File: config.mk
export PLATFORM = sky130hd
export DESIGN_NAME = bmp_header_gen
export DESIGN_NICKNAME = d
export VERILOG_FILES = /design/src/rtl/bmp_header_gen.sv
export SDC_FILE = /design/constraint.sdc
export NUM_CORES = 1
export LEC_CHECK = 0
export CAP_MARGIN = 20
export CORE_UTILIZATION = 50
export CTS_CLUSTER_SIZE = 10
export DETAILED_ROUTE_END_ITERATION = 10
export GPL_ROUTABILITY_DRIVEN = 0
export PLACE_DENSITY_LB_ADDON = 0.08
export SYNTH_ARGS = -nofsm -noshare
export SYNTH_HDL_FRONTEND = slang
export SYNTH_SLANG_ARGS = --single-unit
File: constraint.sdc
create_clock -name clk -period 12.4 [get_ports clk]
set_input_delay 2.48 -clock clk [delete_from_list [all_inputs] [get_ports clk]]
set_output_delay 2.48 -clock clk [all_outputs]
set_load 0.01 [all_outputs]
File: src/rtl/bmp_header_gen.sv
// Purpose: writes a 54-byte BMP header (BITMAPFILEHEADER + BITMAPINFOHEADER) for a bounding box; BMP_HDR_BPP32_EN adds a bpp32 input.
// Latency: start -> CALC0 -> CALC1 -> first write in the third cycle, then one write per cycle while mem_ready=1.
// Backpressure: mem_ready=0 stalls indefinitely with addr/wrdata/wren held unchanged.
module bmp_header_gen #(
   parameter int                ADDR_W    = 24,
   parameter int                DATA_W    = 8,
   parameter logic [ADDR_W-1:0] BASE_ADDR = '0
) (
   input  logic              clk,
   input  logic              rst,
   input  logic              start,
   input  logic [10:0]       xMin,
   input  logic [10:0]       xMax,
   input  logic [10:0]       yMin,
   input  logic [10:0]       yMax,
   input  logic              mem_ready,
`ifdef BMP_HDR_BPP32_EN
   input  logic              bpp32,
`endif
   output logic [ADDR_W-1:0] addr,
   output logic              wren,
   output logic [DATA_W-1:0] wrdata,
   output logic              busy,
   output logic              done,
   output logic              err
);

   // 16-bit port packs two header bytes per write, so it needs half as many writes
   localparam int         NUM_WR   = (DATA_W == 16) ? 27 : 54;
   localparam logic [5:0] LAST_IDX = 6'(NUM_WR - 1);
   localparam int         HDR_BITS = 54 * 8;
   localparam logic [8:0] DW9      = 9'(DATA_W);

   typedef enum logic [2:0] {
      IDLE,
      CALC0,
      CALC1,
      WRITE,
      DONE
   } state_t;

   state_t              state_q, state_d;
   logic [10:0]         x_min_q, x_min_d;
   logic [10:0]         x_max_q, x_max_d;
   logic [10:0]         y_min_q, y_min_d;
   logic [10:0]         y_max_q, y_max_d;
   logic [11:0]         w_q, w_d;
   logic [11:0]         h_q, h_d;
   logic [31:0]         img_size_q, img_size_d;
   logic [31:0]         file_size_q, file_size_d;
   logic [5:0]          idx_q, idx_d;
   logic [ADDR_W-1:0]   addr_q, addr_d;
   logic                wren_q, wren_d;
   logic [DATA_W-1:0]   wrdata_q, wrdata_d;
   logic                busy_q, busy_d;
   logic                done_q, done_d;
   logic                err_q, err_d;

   logic                wide_px;
   logic [31:0]         bytes_per_px;
   logic [31:0]         row_bytes;
   logic [HDR_BITS-1:0] hdr_vec;
   logic [8:0]          bit_off;

`ifdef BMP_HDR_BPP32_EN
   logic                bpp32_q, bpp32_d;
   assign wide_px = bpp32_q;
`else
   assign wide_px = 1'b0;
`endif

   // Next-state, datapath and registered-output values for the header sequencer
   always_comb begin
      state_d     = state_q;
      x_min_d     = x_min_q;
      x_max_d     = x_max_q;
      y_min_d     = y_min_q;
      y_max_d     = y_max_q;
      w_d         = w_q;
      h_d         = h_q;
      img_size_d  = img_size_q;
      file_size_d = file_size_q;
      idx_d       = idx_q;
      done_d      = done_q;
      err_d       = err_q;
`ifdef BMP_HDR_BPP32_EN
      bpp32_d     = bpp32_q;
`endif

      // Rows are padded to 4 bytes; 32-bit math keeps W=2048 at 4 bytes/pixel exact
      bytes_per_px = wide_px ? 32'd4 : 32'd3;
      row_bytes    = ((32'(w_q) * bytes_per_px) + 32'd3) & ~32'd3;

      case (state_q)
         IDLE, DONE: begin
            if (start) begin
               x_min_d = xMin;
               x_max_d = xMax;
               y_min_d = yMin;
               y_max_d = yMax;
`ifdef BMP_HDR_BPP32_EN
               bpp32_d = bpp32;
`endif
               done_d  = 1'b0;
               err_d   = 1'b0;
               state_d = CALC0;
            end
         end
         CALC0: begin
            w_d = {1'b0, x_max_q} - {1'b0, x_min_q} + 12'd1;
            h_d = {1'b0, y_max_q} - {1'b0, y_min_q} + 12'd1;
            // An inverted box produces no header at all, only the error flag
            if ((x_max_q < x_min_q) || (y_max_q < y_min_q)) begin
               err_d   = 1'b1;
               done_d  = 1'b1;
               state_d = DONE;
            end else begin
               state_d = CALC1;
            end
         end
         CALC1: begin
            img_size_d  = row_bytes * 32'(h_q);
            file_size_d = img_size_d + 32'd54;
            idx_d       = 6'd0;
            state_d     = WRITE;
         end
         WRITE: begin
            if (mem_ready) begin
               if (idx_q == LAST_IDX) begin
                  done_d  = 1'b1;
                  state_d = DONE;
               end else begin
                  idx_d = idx_q + 6'd1;
               end
            end
         end
         default: state_d = IDLE;
      endcase

      // Whole header laid out little-endian, byte 0 in the least significant bits.
      // Size fields come from the _d values so the first write after CALC1 already sees them.
      hdr_vec = {32'd0,                      // bytes 50..53 important colours
                 32'd0,                      // bytes 46..49 palette colours
                 32'd2835,                   // bytes 42..45 y pixels per metre
                 32'd2835,                   // bytes 38..41 x pixels per metre
                 img_size_d,                 // bytes 34..37 image size
                 32'd0,                      // bytes 30..33 compression (BI_RGB)
                 (wide_px ? 16'd32 : 16'd24),// bytes 28..29 bits per pixel
                 16'd1,                      // bytes 26..27 colour planes
                 {20'd0, h_q},               // bytes 22..25 height
                 {20'd0, w_q},               // bytes 18..21 width
                 32'd40,                     // bytes 14..17 info header size
                 32'd54,                     // bytes 10..13 pixel data offset
                 32'd0,                      // bytes  6..9  reserved
                 file_size_d,                // bytes  2..5  file size
                 8'h4D, 8'h42};              // bytes  0..1  "BM"

      bit_off = {3'b000, idx_d} * DW9;

      wren_d   = (state_d == WRITE);
      busy_d   = (state_d == CALC0) || (state_d == CALC1) || (state_d == WRITE);
      addr_d   = '0;
      wrdata_d = '0;
      // During a stall idx is unchanged, so addr/wrdata recompute to the same values
      if (wren_d) begin
         addr_d   = BASE_ADDR + ADDR_W'(idx_d);
         wrdata_d = hdr_vec[bit_off +: DATA_W];
      end
   end

   // State and output registers; reset aborts any header in flight and wins over start
   always_ff @(posedge clk) begin
      if (rst) begin
         state_q     <= IDLE;
         x_min_q     <= '0;
         x_max_q     <= '0;
         y_min_q     <= '0;
         y_max_q     <= '0;
         w_q         <= '0;
         h_q         <= '0;
         img_size_q  <= '0;
         file_size_q <= '0;
         idx_q       <= '0;
         addr_q      <= '0;
         wren_q      <= 1'b0;
         wrdata_q    <= '0;
         busy_q      <= 1'b0;
         done_q      <= 1'b0;
         err_q       <= 1'b0;
`ifdef BMP_HDR_BPP32_EN
         bpp32_q     <= 1'b0;
`endif
      end else begin
         state_q     <= state_d;
         x_min_q     <= x_min_d;
         x_max_q     <= x_max_d;
         y_min_q     <= y_min_d;
         y_max_q     <= y_max_d;
         w_q         <= w_d;
         h_q         <= h_d;
         img_size_q  <= img_size_d;
         file_size_q <= file_size_d;
         idx_q       <= idx_d;
         addr_q      <= addr_d;
         wren_q      <= wren_d;
         wrdata_q    <= wrdata_d;
         busy_q      <= busy_d;
         done_q      <= done_d;
         err_q       <= err_d;
`ifdef BMP_HDR_BPP32_EN
         bpp32_q     <= bpp32_d;
`endif
      end
   end

   assign addr   = addr_q;
   assign wren   = wren_q;
   assign wrdata = wrdata_q;
   assign busy   = busy_q;
   assign done   = done_q;
   assign err    = err_q;

endmodule
Word level (Yosys, flattened, before mapping). Cells that the tools add are included.

Word-level logic and storage cells: 69. Input port bits: 48. Output and inout port bits: 36. Flip-flop bits (word level): 177.

Multiplexer cells: 16. Eq/ne operators: 12. Add/sub/neg operators: 7. Bitwise gates (word level): 1. Reductions and logical operators: 11. Shifts and indexed selects: 1. $mul: 2. $lt $le $gt $ge: 2.

Operator list (number): 432-bit by 10-bit indexed part select with 8-bit output (1); 32-bit 2-to-1 mux (2); 27-bit by 6-bit adder with 28-bit output (second input constant) (1); 13-bit by 12-bit multiplier with 25-bit output (1); 12-bit by 1-bit adder with 12-bit output (second input constant) (2); 11-bit by 11-bit subtractor with 12-bit output (2); 11-bit less-than comparator (2); 14-bit by 2-bit adder with 15-bit output (second input constant) (1); 12-bit by 2-bit multiplier with 14-bit output (second input constant) (1); 3-bit by 2-bit equality test with 1-bit output (second input constant) (4); 3-bit 2-to-1 mux (4); 6-bit 2-to-1 mux (2); 3-bit one-hot mux with 4 select lines (1); 6-bit one-hot mux with 2 select lines (1); 2-bit != test (second input constant) (4); 6-bit by 1-bit adder with 6-bit output (second input constant) (1); 3-bit by 1-bit equality test with 1-bit output (second input constant) (2); 6-bit equality test (second input constant) (1); 5-bit AND reduction (1); 1-bit 2-to-1 mux (4); 2-bit OR reduction (2); 3-bit equality test (second input constant) (1); 3-bit logical NOT (1); 1-bit logical OR (3); other kinds (7) (7).

Longest topological paths before layout.
Depth in word-level cells: 7. Mapped depth: 31. Depth with buffers taken out: 29.

Worst setup path after synthesis. Ideal clock, no wire load.

Kind: reg-to-reg. From: register w_q[1]. To: register file_size_q[25]. Required time: 12268 ps. Path slack: 4533 ps. Cell stages (with the launch flop): 30. Path buffers: 2. Setup time: 132 ps. Arrival: 7735 ps. Path through: dfxtp_1 > ha_1 > ha_1 > a31o_2 > a21oi_1 > o21bai_1 > a41o_1 > o41ai_1 > o21bai_1 > a21oi_1 > xnor2_1 > clkbuf_1 > nand2_1 > fa_1 > inv_1 > fa_1 > fa_1 > fa_1 > fa_1 > ha_1 > buf_2 > nand3_1 > or4_1 > o211ai_1 > nor2_1 > xnor2_2 > nand4b_2 > or4_1 > nand3_1 > a21oi_1.

Word-level cells in the longest chain between the ends: 5.

Ends and longest elaborated chain: start, declared (RTL line 47) `logic [11:0] w_q, w_d;`; start signal, assigned (RTL line 199) `w_q <= w_d;`; 12-bit by 2-bit multiplier with 14-bit output (RTL line 92) `row_bytes = ((32'(w_q) * bytes_per_px) + 32'd3) & ~32'd3;`; 14-bit by 2-bit adder with 15-bit output (RTL line 92); 13-bit by 12-bit multiplier with 25-bit output (RTL line 122) `img_size_d = row_bytes * 32'(h_q);`; 27-bit by 6-bit adder with 28-bit output (RTL line 123) `file_size_d = img_size_d + 32'd54;`; 32-bit 2-to-1 mux (RTL line 94) `case (state_q)`; end signal, assigned (RTL line 202) `file_size_q <= file_size_d;`; end, declared (RTL line 50) `logic [31:0] file_size_q, file_size_d;`.

No other way between the ends. A chain may end at the register's enable or synchronous reset.

Worst setup path in the final report. Same ends and word-level chain as after synthesis.

==> metrics list <==
- Initial Util: 0.510
* Detailed placement HPWL: 25.9 mm
- Clock slew seen by the registers of the worst setup and hold paths: roughly 0.07 ns
* Most repeated library cell on the critical path: sky130_fd_sc_hd__fa_1
- Top cell type by total area after synthesis: sky130_fd_sc_hd__dfxtp_1
- Fraction of met2 tracks used by global routing: 0.418
- Fin. Hold Viols: 0
- Subtracting the final worst setup slack from the clock period gives ~8.6 ns.
- In the routed layout, each cell is associated on average with a via count of between 5 and 6.
* Htree depth: 4
- Final setup vio count: 0
- For this run, the detailed router's first-pass iteration total came to 5.
- After synthesis, the cell types taking the most area are sky130_fd_sc_hd__dfxtp_1 (22%), sky130_fd_sc_hd__fa_1 (16%), sky130_fd_sc_hd__ha_1 (12%).
- The global routing stage identified its most utilized layer as met2.
- Number of global-route vias before repair: about 11000
* Synth warnings: 0
- CP Capture Point: file_size_q[25]
- Number of antenna violations at the first check in global routing: 0
* Routed WL: 34.3 mm
* WP buf/inv: 1
* Part of the cycle the worst path needs: 0.691
- In this run the worst setup path begins at w_q[1].
- The min-delay analysis places its worst path in the category flip-flop to flip-flop.
- Number of cells on the critical path: 27
- Run status: complete, no violations
- WHS Path Cells: 2
- The most common cell in the synthesized netlist is sky130_fd_sc_hd__nand2_1.
- The setup path with the least slack is of type flip-flop to flip-flop.
* Iteration-0 DRC count of the detailed router: roughly 700
- Switching power: 0.674 mW
* Count of unresolved DRC violations after routing: 0
* TritonCTS Buffers: 17
- At the pin with the least slew margin, the transition time is ~0.97 ns.
* Delay-heaviest family, CP: adder cells
- The share of total power dissipated in combinational logic is 0.363.
* EDFF count, synth: 0
- Total design power: 1.77 mW
- The average instance in the mapped netlist occupies a little over 8 µm².
- Final total negative setup slack: 0 ns
- For the final database, setup skew stands at between 0.01 and 0.015 ns.
- Counting cells, the worst reg-to-reg path comes to 27.
- Met1 demand-to-capacity share in global routing: 0.320
* Layout cell share with drive strength beyond 1: 0.0499
- Data on the critical path is required at its endpoint by approximately 13 ns.
- Row cnt: 61
- Clock tree from TritonCTS: done
* Synthesized cell area: 0.0142 mm²
- Aggregate global routing overflow: 0
- In this run the register-to-register setup slack is approximately 3.8 ns.
- The worst setup path is captured at a flip-flop.
* Maximum number of pins on one net before global-route repair: 84
- Worst voltage drop across the vdd grid: roughly 0.099 mV
- No sink is reached through more buffers than the 2 on the longest clock path.
- Placed Cells incl. Taps: approximately 2100
* Routed length per placed instance: about 16 µm
- Buffers inserted to repair hold after CTS numbered 0.
- In this run the critical register-to-register path is launched from w_q[1].
* Gate count of the mapped netlist: between 1500 and 2000
- Of the post-synthesis cell area, the dominant cell type holds 0.224.
- Across the run, the number of max-cap violations was 0.
- In this run the remaining antenna-violating nets after routing total 0.
* Setup repair after global routing missed its margin: false
- Worst-Skew Late Latency: ~0.44 ns
- Top-level I/O count: 84
* I/O Buffers: 65
* CTS root buffer: sky130_fd_sc_hd__clkbuf_16
- The floorplan step set the die width to 171 µm.
- Height of the die: approximately 170 µm
* Peak fanout along the critical path: 12
- Among all flip-flop cells after synthesis, the most frequent one is sky130_fd_sc_hd__dfxtp_1.
* Netlist cell types: ~90
- Area of all placed cells without fillers: between 0.015 and 0.02 mm²
* Pins over their slew limit: 0
- Post-cts resize count: 0
- Total core area: approximately 0.028 mm²
* Headroom to the max-slew limit: 0.357
- Area after DPL: ~0.015 mm²
* Static leakage: roughly 6.8 nW
- STA classifies the critical path startpoint as a flip-flop.
- Proportion of register bits with asynchronous set or reset after synthesis: 0
- Maximum clock frequency: roughly 0.12 GHz
- For this design, the sink count on the clock tree is between 150 and 200.
* Pwr per Cell Area: between 100 and 150 mW/mm²
- Post-synth top cells: sky130_fd_sc_hd__nand2_1 (281), sky130_fd_sc_hd__inv_1 (180), sky130_fd_sc_hd__dfxtp_1 (159)
- For this design, the slowest cell found on the critical path is sky130_fd_sc_hd__fa_1.
- Post-CTS timing repair inserted 0 buffers for setup.
- The first global-routing pass estimated roughly 57 mm of wire.
- The die covers 0.0291 mm².
- Total internal power: about 1.1 mW
- All-Layer GR Usage: 0.250
* Seq cells post-synth: ~160
* Total number of nets in the final design: about 2000
- Count of inserted antenna diode cells: 0
* Sw Ratio: 0.382
- Register area share after synthesis: 0.224
* Destination of the worst register-to-register timing path: file_size_q[25]
- Vias after detailed routing: roughly 12000
- Compared with the post-synthesis result, the final layout area differs by 9.86%.
- GR met3 Demand/Resource: 0.0423
* Count of placed standard cells in the final layout, fillers left out: between 2000 and 2500
- The largest single stage delay on the critical path is between 0.5 and 0.6 ns.
* Critical Path AT: just under 9 ns
- Proportion of power drawn by flip-flops and latches: 0.331
- Clock power frac: 0.306
cells by family after synthesis:
kind of cell / after synthesis / synth area share
adders and majority gates: 247 / 0.276
buffers and inverters: 295 / 0.0868
DFF: 159 / 0.224
AOI/OAI and AO/OA: 346 / 0.158
and+or+nand+nor: 587 / 0.195
muxes: 27 / 0.0193
other: 1 / 0.000264
xor gates and xnor gates: 64 / 0.0405
stage by stage:
stage	setup WS (ns)	util	hold slack [ns]
floorplan	4.53	-	0.419
global placement	4.04	0.538	0.431
detailed placement	3.84	0.538	0.442
CTS	3.81	0.560	0.454
global route	3.37	0.560	0.472
finish	3.83	0.560	0.454
worst min-delay path: cells and delay by family, from the launching register on:
family | cells | cell delay [ns]
flops | 1 | 0.31
compound gates | 1 | 0.05
simple gates | 1 | 0.05
power by group through the flow:
stage	clock, mW	sequential [mW]	combinational (mW)
floorplan	0	0.568	0.496
global placement	0	0.596	0.632
detailed placement	0	0.597	0.640
CTS	0.555	0.585	0.645
global route	0.574	0.590	0.724
finish	0.541	0.585	0.640
sequential cells by signal (all words and copies together) (netlist names):
register / cells
idx_q: 6
x_min_q: 11
state_q: 3
busy: 1
wrdata: 8
w_q: 12
file_size_q: 32
y_min_q: 11
err: 1
addr: 6
y_max_q: 11
img_size_q: 32
h_q: 12
x_max_q: 11
wren: 1
done: 1
worst min-delay path by stage:
stage,startpoint,end,slack (ns)
3_5_place_dp,img_size_q[31],img_size_q[31],0.44
4_1_cts,img_size_q[31],img_size_q[31],0.45
5_1_grt,img_size_q[19],img_size_q[19],0.47
3_3_place_gp,img_size_q[31],img_size_q[31],0.43
2_1_floorplan,img_size_q[31],img_size_q[31],0.42
6_report,x_min_q[9],x_min_q[9],0.45
cells in the final DEF, fill, tap and decap left out, types with 10 or more instances in the layout:
cell type,n
sky130_fd_sc_hd__inv_1,180
sky130_fd_sc_hd__fa_1,111
sky130_fd_sc_hd__o21bai_1,14
sky130_fd_sc_hd__and2_1,81
sky130_fd_sc_hd__mux2i_1,24
sky130_fd_sc_hd__clkdlybuf4s50_1,64
sky130_fd_sc_hd__o21ai_0,39
sky130_fd_sc_hd__nor2b_1,12
sky130_fd_sc_hd__a21oi_1,143
sky130_fd_sc_hd__nand2_1,281
sky130_fd_sc_hd__dfxtp_1,159
sky130_fd_sc_hd__clkbuf_16,17
sky130_fd_sc_hd__ha_1,136
sky130_fd_sc_hd__conb_1,18
sky130_fd_sc_hd__nor3_1,22
sky130_fd_sc_hd__a211oi_1,41
sky130_fd_sc_hd__nand3_1,22
sky130_fd_sc_hd__nor2_1,106
sky130_fd_sc_hd__nand2b_1,10
sky130_fd_sc_hd__a31oi_1,13
sky130_fd_sc_hd__buf_4,20
sky130_fd_sc_hd__xnor2_1,43
sky130_fd_sc_hd__xor2_1,18
layout make-up:
class                      instances  area [µm²]
multi-input combinational       1289        9890
clock inverter                    15         175
sequential                       159        3180
tap                              378         473
fill                            2649       12200
timing repair buffer              84         791
inverter                         180         676
clock buffer                      17         425
per-layer routing:
layer	share of wire	wire length, µm
met1	0.44	15200
met2	0.47	16300
met3	0.050	1730
met4	0.033	1140
met5	0	0
Note: power is estimated with default switching activity, not from simulation.
